$ cat src/rtl/turf_reset_sequencer.sv
// turf_reset_sequencer: orders DCM reset, lock wait, settle and
// event-path clear pulses for the TURF trigger/readout datapath.
//
// Ports:
//   clk_i          system clock
//   rst_i          synchronous active-high reset
//   clr_all_i      one-cycle full clear request (no DCM reset)
//   clr_evt_i      one-cycle event-path clear request
//   dcm_reset_i    level; rising edge requests full sequence with DCM reset
//   disable_i      level; forces trigger inhibit
//   dcm_locked_i   DCM lock, synchronous to clk_i
//   dcm_rst_o      DCM reset
//   clr_all_o      one-cycle full clear pulse
//   clr_evt_o      one-cycle event clear pulse
//   trig_inhibit_o blocks trigger generation
//   busy_o         sequencer not idle
//   lock_err_o     sticky lock-timeout flag
//   status_o       {lock_err, pending, busy, wd, 1'b0, state[2:0]}
//
// Build option: define TURF_SEQ_WATCHDOG_EN to compile in an idle
// lock-loss watchdog that self-launches a DCM reset sequence and
// reports it on status_o[4].
module turf_reset_sequencer #(
    parameter int unsigned DCM_RST_CYCLES = 16,
    parameter int unsigned LOCK_TIMEOUT   = 65535,
    parameter int unsigned SETTLE_CYCLES  = 256,
    parameter int unsigned INHIBIT_CYCLES = 8
) (
    input  logic       clk_i,
    input  logic       rst_i,
    input  logic       clr_all_i,
    input  logic       clr_evt_i,
    input  logic       dcm_reset_i,
    input  logic       disable_i,
    input  logic       dcm_locked_i,
    output logic       dcm_rst_o,
    output logic       clr_all_o,
    output logic       clr_evt_o,
    output logic       trig_inhibit_o,
    output logic       busy_o,
    output logic       lock_err_o,
    output logic [7:0] status_o
);

    typedef enum logic [2:0] {
        S_IDLE      = 3'd0,
        S_DCM_RST   = 3'd1,
        S_WAIT_LOCK = 3'd2,
        S_SETTLE    = 3'd3,
        S_CLEAR     = 3'd4,
        S_INHIBIT   = 3'd5,
        S_EVT_CLR   = 3'd6
    } state_t;

    // Last counter value of each timed state; the counter starts at
    // zero on entry, so a state lasting N cycles exits at N-1.
    localparam logic [15:0] DCM_LAST =
        16'(DCM_RST_CYCLES - 1);
    localparam logic [15:0] LOCK_LAST =
        16'(LOCK_TIMEOUT - 1);
    localparam logic [15:0] SETTLE_LAST =
        16'(SETTLE_CYCLES - 1);
    localparam logic [15:0] INH_LAST =
        16'(INHIBIT_CYCLES - 1);

    state_t      state_q;
    state_t      state_d;
    logic [15:0] cnt_q;
    logic        dcm_prev_q;
    logic        pend_q;
    logic        pend_d;
    logic        pend_dcm_q;
    logic        pend_dcm_d;
    logic        lock_err_q;
    logic        lock_err_d;
    logic        dcm_rise;
    logic        full_req;
    logic        with_dcm;
    logic        launch;
    logic        wd_fire;
    logic        wd_flag;

    assign dcm_rise = dcm_reset_i & ~dcm_prev_q;
    assign full_req = clr_all_i | dcm_rise;

`ifdef TURF_SEQ_WATCHDOG_EN
    logic [3:0] wd_cnt_q;
    logic       wd_flag_q;

    // wd_cnt_q holds the number of earlier consecutive low-lock idle
    // cycles, so a value of 15 marks the 16th.
    assign wd_fire = (state_q == S_IDLE)
                   & ~dcm_locked_i
                   & (wd_cnt_q == 4'd15);

    always_ff @(posedge clk_i) begin
        if (rst_i) begin
            wd_cnt_q  <= '0;
            wd_flag_q <= 1'b0;
        end else begin
            if ((state_q != S_IDLE) || dcm_locked_i) begin
                wd_cnt_q <= '0;
            end else if (wd_cnt_q != 4'd15) begin
                wd_cnt_q <= wd_cnt_q + 4'd1;
            end
            if (wd_fire) begin
                wd_flag_q <= 1'b1;
            end
        end
    end

    assign wd_flag = wd_flag_q;
`else
    assign wd_fire = 1'b0;
    assign wd_flag = 1'b0;
`endif

    // A deferred request launches exactly like a fresh one.
    assign launch   = full_req | pend_q | wd_fire;
    assign with_dcm = dcm_rise | pend_dcm_q | wd_fire;

    always_ff @(posedge clk_i) begin
        if (rst_i) begin
            state_q <= S_IDLE;
        end else begin
            state_q <= state_d;
        end
    end

    always_comb begin
        state_d    = state_q;
        pend_d     = pend_q;
        pend_dcm_d = pend_dcm_q;
        lock_err_d = lock_err_q;

        unique case (state_q)
            S_IDLE: begin
                if (launch) begin
                    state_d    = with_dcm ? S_DCM_RST
                                          : S_SETTLE;
                    pend_d     = 1'b0;
                    pend_dcm_d = 1'b0;
                end else if (clr_evt_i) begin
                    state_d = S_INHIBIT;
                end
            end
            S_DCM_RST: begin
                if (cnt_q == DCM_LAST) begin
                    state_d = S_WAIT_LOCK;
                end
            end
            S_WAIT_LOCK: begin
                if (dcm_locked_i) begin
                    state_d    = S_SETTLE;
                    lock_err_d = 1'b0;
                end else if (cnt_q == LOCK_LAST) begin
                    // Timeout still runs the clear.
                    state_d    = S_CLEAR;
                    lock_err_d = 1'b1;
                end
            end
            S_SETTLE: begin
                if (cnt_q == SETTLE_LAST) begin
                    state_d = S_CLEAR;
                end
            end
            S_CLEAR: begin
                state_d = S_IDLE;
            end
            S_INHIBIT: begin
                if (cnt_q == INH_LAST) begin
                    state_d = S_EVT_CLR;
                end
            end
            S_EVT_CLR: begin
                state_d = S_IDLE;
            end
            default: begin
                state_d = S_IDLE;
            end
        endcase

        // Busy: hold one full request; event-only requests are
        // dropped since every sequence clears the event path.
        if ((state_q != S_IDLE) && full_req) begin
            pend_d     = 1'b1;
            pend_dcm_d = pend_dcm_q | dcm_rise;
        end
    end

    always_ff @(posedge clk_i) begin
        if (rst_i) begin
            cnt_q          <= '0;
            dcm_prev_q     <= 1'b0;
            pend_q         <= 1'b0;
            pend_dcm_q     <= 1'b0;
            lock_err_q     <= 1'b0;
            dcm_rst_o      <= 1'b0;
            clr_all_o      <= 1'b0;
            clr_evt_o      <= 1'b0;
            trig_inhibit_o <= 1'b0;
        end else begin
            if (state_d != state_q) begin
                cnt_q <= '0;
            end else if (cnt_q != 16'hFFFF) begin
                cnt_q <= cnt_q + 16'd1;
            end
            dcm_prev_q     <= dcm_reset_i;
            pend_q         <= pend_d;
            pend_dcm_q     <= pend_dcm_d;
            lock_err_q     <= lock_err_d;
            dcm_rst_o      <= (state_q == S_DCM_RST);
            clr_all_o      <= (state_q == S_CLEAR);
            clr_evt_o      <= (state_q == S_CLEAR)
                            | (state_q == S_EVT_CLR);
            trig_inhibit_o <= disable_i
                            | (state_q != S_IDLE);
        end
    end

    assign busy_o     = (state_q != S_IDLE);
    assign lock_err_o = lock_err_q;
    assign status_o   = {lock_err_q, pend_q, busy_o,
                         wd_flag, 1'b0, state_q};

endmodule

$ cat config.mk
export PLATFORM = sky130hd
export DESIGN_NAME = turf_reset_sequencer
export DESIGN_NICKNAME = d
export VERILOG_FILES = /design/src/rtl/turf_reset_sequencer.sv
export SDC_FILE = /design/constraint.sdc
export NUM_CORES = 1
export LEC_CHECK = 0
export BUFFER_PORTS_ARGS = -buffer_cell sky130_fd_sc_hd__buf_2
export CELL_PAD_IN_SITES_DETAIL_PLACEMENT = 2
export CELL_PAD_IN_SITES_GLOBAL_PLACEMENT = 2
export CORE_ASPECT_RATIO = 1.4
export CORE_MARGIN = 5
export CORE_UTILIZATION = 33
export DETAILED_ROUTE_END_ITERATION = 8
export PLACE_DENSITY = 0.86
export SYNTH_ARGS = -nofsm -noshare
export SYNTH_HDL_FRONTEND = slang
export SYNTH_SLANG_ARGS = --single-unit
$ cat constraint.sdc
create_clock -name clk_i -period 3.7 [get_ports clk_i]
set_input_delay 0.555 -clock clk_i [delete_from_list [all_inputs] [get_ports clk_i]]
set_output_delay 0.555 -clock clk_i [all_outputs]
set_load 0.05 [all_outputs]
After elaboration in Yosys (flattened, before gate mapping)
Index checks and enable logic that the tools add are counted.
- output and inout bits: 14
- input port bits: 7
- flip-flop bits (word level): 27
- reduce and logical (&&, ||, !) cells: 9
- multiplexer cells: 15
- equal/unequal tests: 12
- bitwise logic cells: 7
- add/subtract/negate cells: 1
- operator list (cell ; count):
    $mux W3 ; 7
    $add A16 B1 Y16 const B ; 1
    $eq A16 B16 Y1 const B ; 1
    $eq A16 B3 Y1 const B ; 1
    $eq A16 B4 Y1 const B ; 1
    $eq A16 B8 Y1 const B ; 1
    $ne A16 B16 Y1 const B ; 1
    $pmux W3 S5 ; 1
    $eq A3 B3 Y1 const B ; 3
    $eq A3 B2 Y1 const B ; 2
    $mux W1 ; 6
    $reduce_bool A2 Y1 ; 3
    $or A1 B1 Y1 ; 5
    $reduce_and A2 Y1 ; 2
    $eq A3 B1 Y1 const B ; 1
    $logic_not A3 Y1 ; 1
    $ne A3 B3 Y1 ; 1
    $reduce_bool A3 Y1 ; 1
    $mux W2 ; 1
    $reduce_or A2 Y1 ; 1
    $and A1 B1 Y1 ; 1
    $logic_and A1 B1 Y1 ; 1
    $not A1 Y1 ; 1

Depth between registers and ports, before layout
- depth in word-level cells: 8
- mapped depth: 9
- mapped depth without buffers: 8

Worst setup path before layout
No wires, ideal clock.
- kind: reg2reg
- start: register state_q[1]
- end: register cnt_q[12]
- arrival time: 2.476 ns
- path slack: 1.083 ns
- cell stages (with the launch flop): 9
- buffers on the path: 2
- period minus slack after synthesis: 2.617 ns
- data required time: 3.559 ns
- path through: dfxtp_1 buf_4 nor3_1 inv_1 o41ai_1 nor4_2 mux2i_1 buf_6 a211oi_1
- word-level cells in the longest chain between the ends: 5
- elaborated cells between the ends (all ways): 15
- classes of those cells: 5 x eq/ne; 8 x mux; 2 x reduce/logical
- RTL lines (item ; RTL line ; RTL):
    start, declared ; 66 ; state_t state_q;
    start signal, assigned ; 126 ; state_q <= state_d;
    $mux W3 (on tied branches) ; 156, 143 ;
    $mux W3 (on tied branches) ; 153, 138 ;
    $pmux W3 S5 ; 136 ; unique case (state_q)
    $ne A3 B3 Y1 * ; 203 ; if (state_d != state_q) begin
    $reduce_or A2 Y1 (no line) * ; n/a ;
    end signal, assigned ; 206 ; cnt_q <= cnt_q + 16'd1;
    end, declared ; 68 ; logic [15:0] cnt_q;
Every way passes the cells marked *; elsewhere a longest branch is shown, timed or not.
A chain may end at the register's enable or synchronous reset.

Worst setup path after layout
- start: register cnt_q[4]
- end: register cnt_q[6]
- word-level cells in the longest chain between the ends: 6
- elaborated cells between the ends (all ways): 14
- classes of those cells: 1 x add/sub; 6 x eq/ne; 6 x mux; 1 x reduce/logical
- RTL lines (item ; RTL line ; RTL):
    $eq A16 B16 Y1 ; 156 ; end else if (cnt_q == LOCK_LAST) begin
    $mux W3 ; 156 ;
    $mux W3 ; 153 ; if (dcm_locked_i) begin
    $pmux W3 S5 ; 136 ;
    $ne A3 B3 Y1 ; 203 ;
    $reduce_or A2 Y1 (no line) ; n/a ;
Parallel ways exist; a longest one is shown, timed or not.

==> impl_results.md <==
- Status: complete, no violations
- Largest net degree at the start of global routing: 17
- Synth async-reset ratio: 0%
- Port bufs: 18
- Sw Ratio: roughly half
- Fin crit share: 85.3%
- Final hold vios: 0
- Share of cells above drive strength 1: 17.8%
- Yosys warnings: 0
- Vias: 1330
- Distinct cells, synth: 46
- Drt total wl: 4.10 mm
- CP endpoint kind: flop
- Largest area contributor in the netlist: dfxtp_1
- IO Count: 21
- Hpwl dp: slightly above 3 mm
- Worst Path Arrival: 3.27 ns
- Flop pwr share: 35.8%
- Gate Count Post-Synth: approximately 170
- Type of origin of the critical path: flop
- Vias in the first global route: 1475
- Min Tclk post-route: roughly 3.2 ns
- Unrepaired setup endpoints after global routing: false
- Max-cap violations: 0
- Synth top cells by count: 27 x dfxtp_1, 19 x nor3_1, 16 x nor2_1
- Syn_area_per_cell: 8.62 sq um
- Starting Density: 34.4%
- F_max: 0.317 GHz
- DR WL/cell: 17.1 um
- Clock Latency Late Sink: 0.28 ns
- Crit Path Max Fanout: 16
- Clock Skews: 0.00825 ns
- Via-per-instance ratio: 5.54
- Post-place setup slack: 0.531 ns
- Die area: 5860 sq um
- Worst-margin pin slew: ~1.3 ns
- Cts repair resizes: 0
- FP Rows: 28
- DRC: 0
- Psw: 0.000498 W
- Post-CTS setup buffers: 0
- CTS tree: yes
- Detail Route Antenna Nets: 0
- Total global-route track usage: 15.4%
- Fin util: between 30 and 40%
- Fin worst setup slack: 0.544 ns
- Grt ovf: 0
- Die span in y: 88.6 um
- # diodes: 0
- Synthesized area: between 1000 and 1500 sq um
- Fin Setup TNS: 0 ns
- Initial antenna violation count: 0
- H-tree depth: 1
- Layout Nets: 190
- Clk slew on worst S/H paths: 0.10 ns
- Critical path type: flop to flop
- First-pass GRT wire length: 7.09 mm
- Post-synth EDFFs: 0
- Top post-synthesis cells by area: dfxtp_1 37%, nor3_1 6.5%, xnor2_1 4.2%, nor2_1 4.1%, nor4_1 3.4%
- Internal Power: approximately 0.00053 W
- Area Growth Syn to Fin: 8.33%
- Clk sink count: 27
- Core Footprint: 4240 sq um
- Clock Power Share: about 17%
- Final slew viol count: 0
- Clock root buffer: clkbuf_8
- CTS max path bufs: 2
- Hold crit path type: primary input to flop
- Main synth FF type: dfxtp_1
- Fillcell total: 501
- Total design power: 0.00103 W
- Worst Path Required: roughly 3.8 ns
- Slew Limit Headroom: 12.9%
- GPL Wtd Cong: 0.752
- Cts hold-fix bufs: 0
- Register area share after synthesis: a little under two fifths
- Pwr Density: 654 nW/um^2
- Chip Width: 66.1 um
- Pre-Repair DR Iteration Count: 4
- FF+latch count, synth: 27
- R2R Setup Slk: 0.54 ns
- Top cell type's share of synthesized area: 37.1%
- Static leakage: 0.569 nW
- Peak VDD IR: ~0.17 mV
- DRT iter0 DRCs: 60
- Final setup vio count: 0
- Gate power share: 47.6%
- Inserted Clock Buffers: 3
- Most numerous cell in the Yosys netlist: dfxtp_1
[worst max-delay path: stages (launching register included)]
cell,delay [ns]
dfxtp_1,0.39
or4_2,0.74
nor4_1,0.37
or2_2,0.20
a41oi_1,0.11
o21bai_1,1.04
nor4_1,0.13
[metrics by stage]
step | instances | hold WS, ns | area [sq um]
2_1_floorplan | 170 | 0.468 | 1460
3_3_place_gp | 236 | 0.485 | 1530
3_5_place_dp | 236 | 0.525 | 1530
4_1_cts | 240 | 0.517 | 1580
5_1_grt | 240 | 0.516 | 1580
6_report | 240 | 0.510 | 1580
[logic make-up (layout without fill, tap and decap cells)]
logic type / Yosys count / count (layout) / synth area share (%)
AO/OA/AOI/OAI: 20 / 20 / 10.7
adder cells (fa/ha/maj): 2 / 2 / 1.72
XOR/XNOR: 10 / 10 / 6.01
multiplexers: 2 / 2 / 1.37
buffers and inverters: 19 / 29 / 8.42
other: 1 / 2 / 0.257
AND/OR/NAND/NOR: 88 / 88 / 34.5
flip-flops: 27 / 27 / 37.1
[state kept, by name (all words and copies together) (netlist names)]
register and count:
clr_evt_o 1, clr_all_o 1, cnt_q 16, dcm_rst_o 1
state_q 3, pend_q 1, trig_inhibit_o 1, pend_dcm_q 1
dcm_prev_q 1, lock_err_o 1
[cells in the final DEF, fill, tap and decap left out, drive strengths merged, types with 2 or more instances in the layout]
cell type	n
nor3	19
nor4	9
nor2b	5
buf	19
o31ai	2
nand3b	2
clkbuf	4
xnor2	7
nand2	5
or2	2
and3	2
a21oi	2
and2	2
o41ai	2
a41oi	2
ha	2
nand4	5
a31oi	3
nor2	16
nor3b	3
nand3	9
nor4b	2
mux2i	2
xor2	3
o211ai	2
or4	3
and2b	2
inv	6
conb	2
dfxtp	27
[final timing paths]
check | cells past startpoint | to | startpoint
min reg2reg | 2 | pend_dcm_q$_SDFFE_PP0P_ | pend_dcm_q$_SDFFE_PP0P_
min | 3 | trig_inhibit_o$_SDFF_PP0_ | disable_i
max | 6 | cnt_q[6]$_SDFFE_PP0P_ | cnt_q[4]$_SDFFE_PP0P_
max reg2reg | 6 | cnt_q[6]$_SDFFE_PP0P_ | cnt_q[4]$_SDFFE_PP0P_
[metal layers]
| metal | vias up | wire length, um | global-route usage [%] |
|---|---|---|---|
| met5 | - | 0 | 0 |
| met2 | 22 | 2200 | 29.7 |
| li1 | 633 | - | - |
| met3 | 5 | 146 | 2.03 |
| met1 | 670 | 1700 | 17.0 |
| met4 | 0 | 53 | 4.81 |
[cell type report]
cell class	count	area [sq um]	area share [%]
Clock buffer	4	45.0	2.85
Inverter	6	22.5	1.43
Multi-Input combinational cell	124	797	50.5
Sequential cell	27	541	34.3
Tap cell	60	75.1	4.76
Timing Repair Buffer	19	97.6	6.19
[power groups by stage]
stage / combinational (W) / sequential [W] / clock [W]
4_1_cts: 0.000498 / 0.000371 / 0.000175
2_1_floorplan: 0.000382 / 0.000411 / 0
3_5_place_dp: 0.000500 / 0.000377 / 0
6_report: 0.000491 / 0.000370 / 0.000171
5_1_grt: 0.000532 / 0.000380 / 0.000186
3_3_place_gp: 0.000469 / 0.000372 / 0
Note: power is estimated with default switching activity, not from simulation.
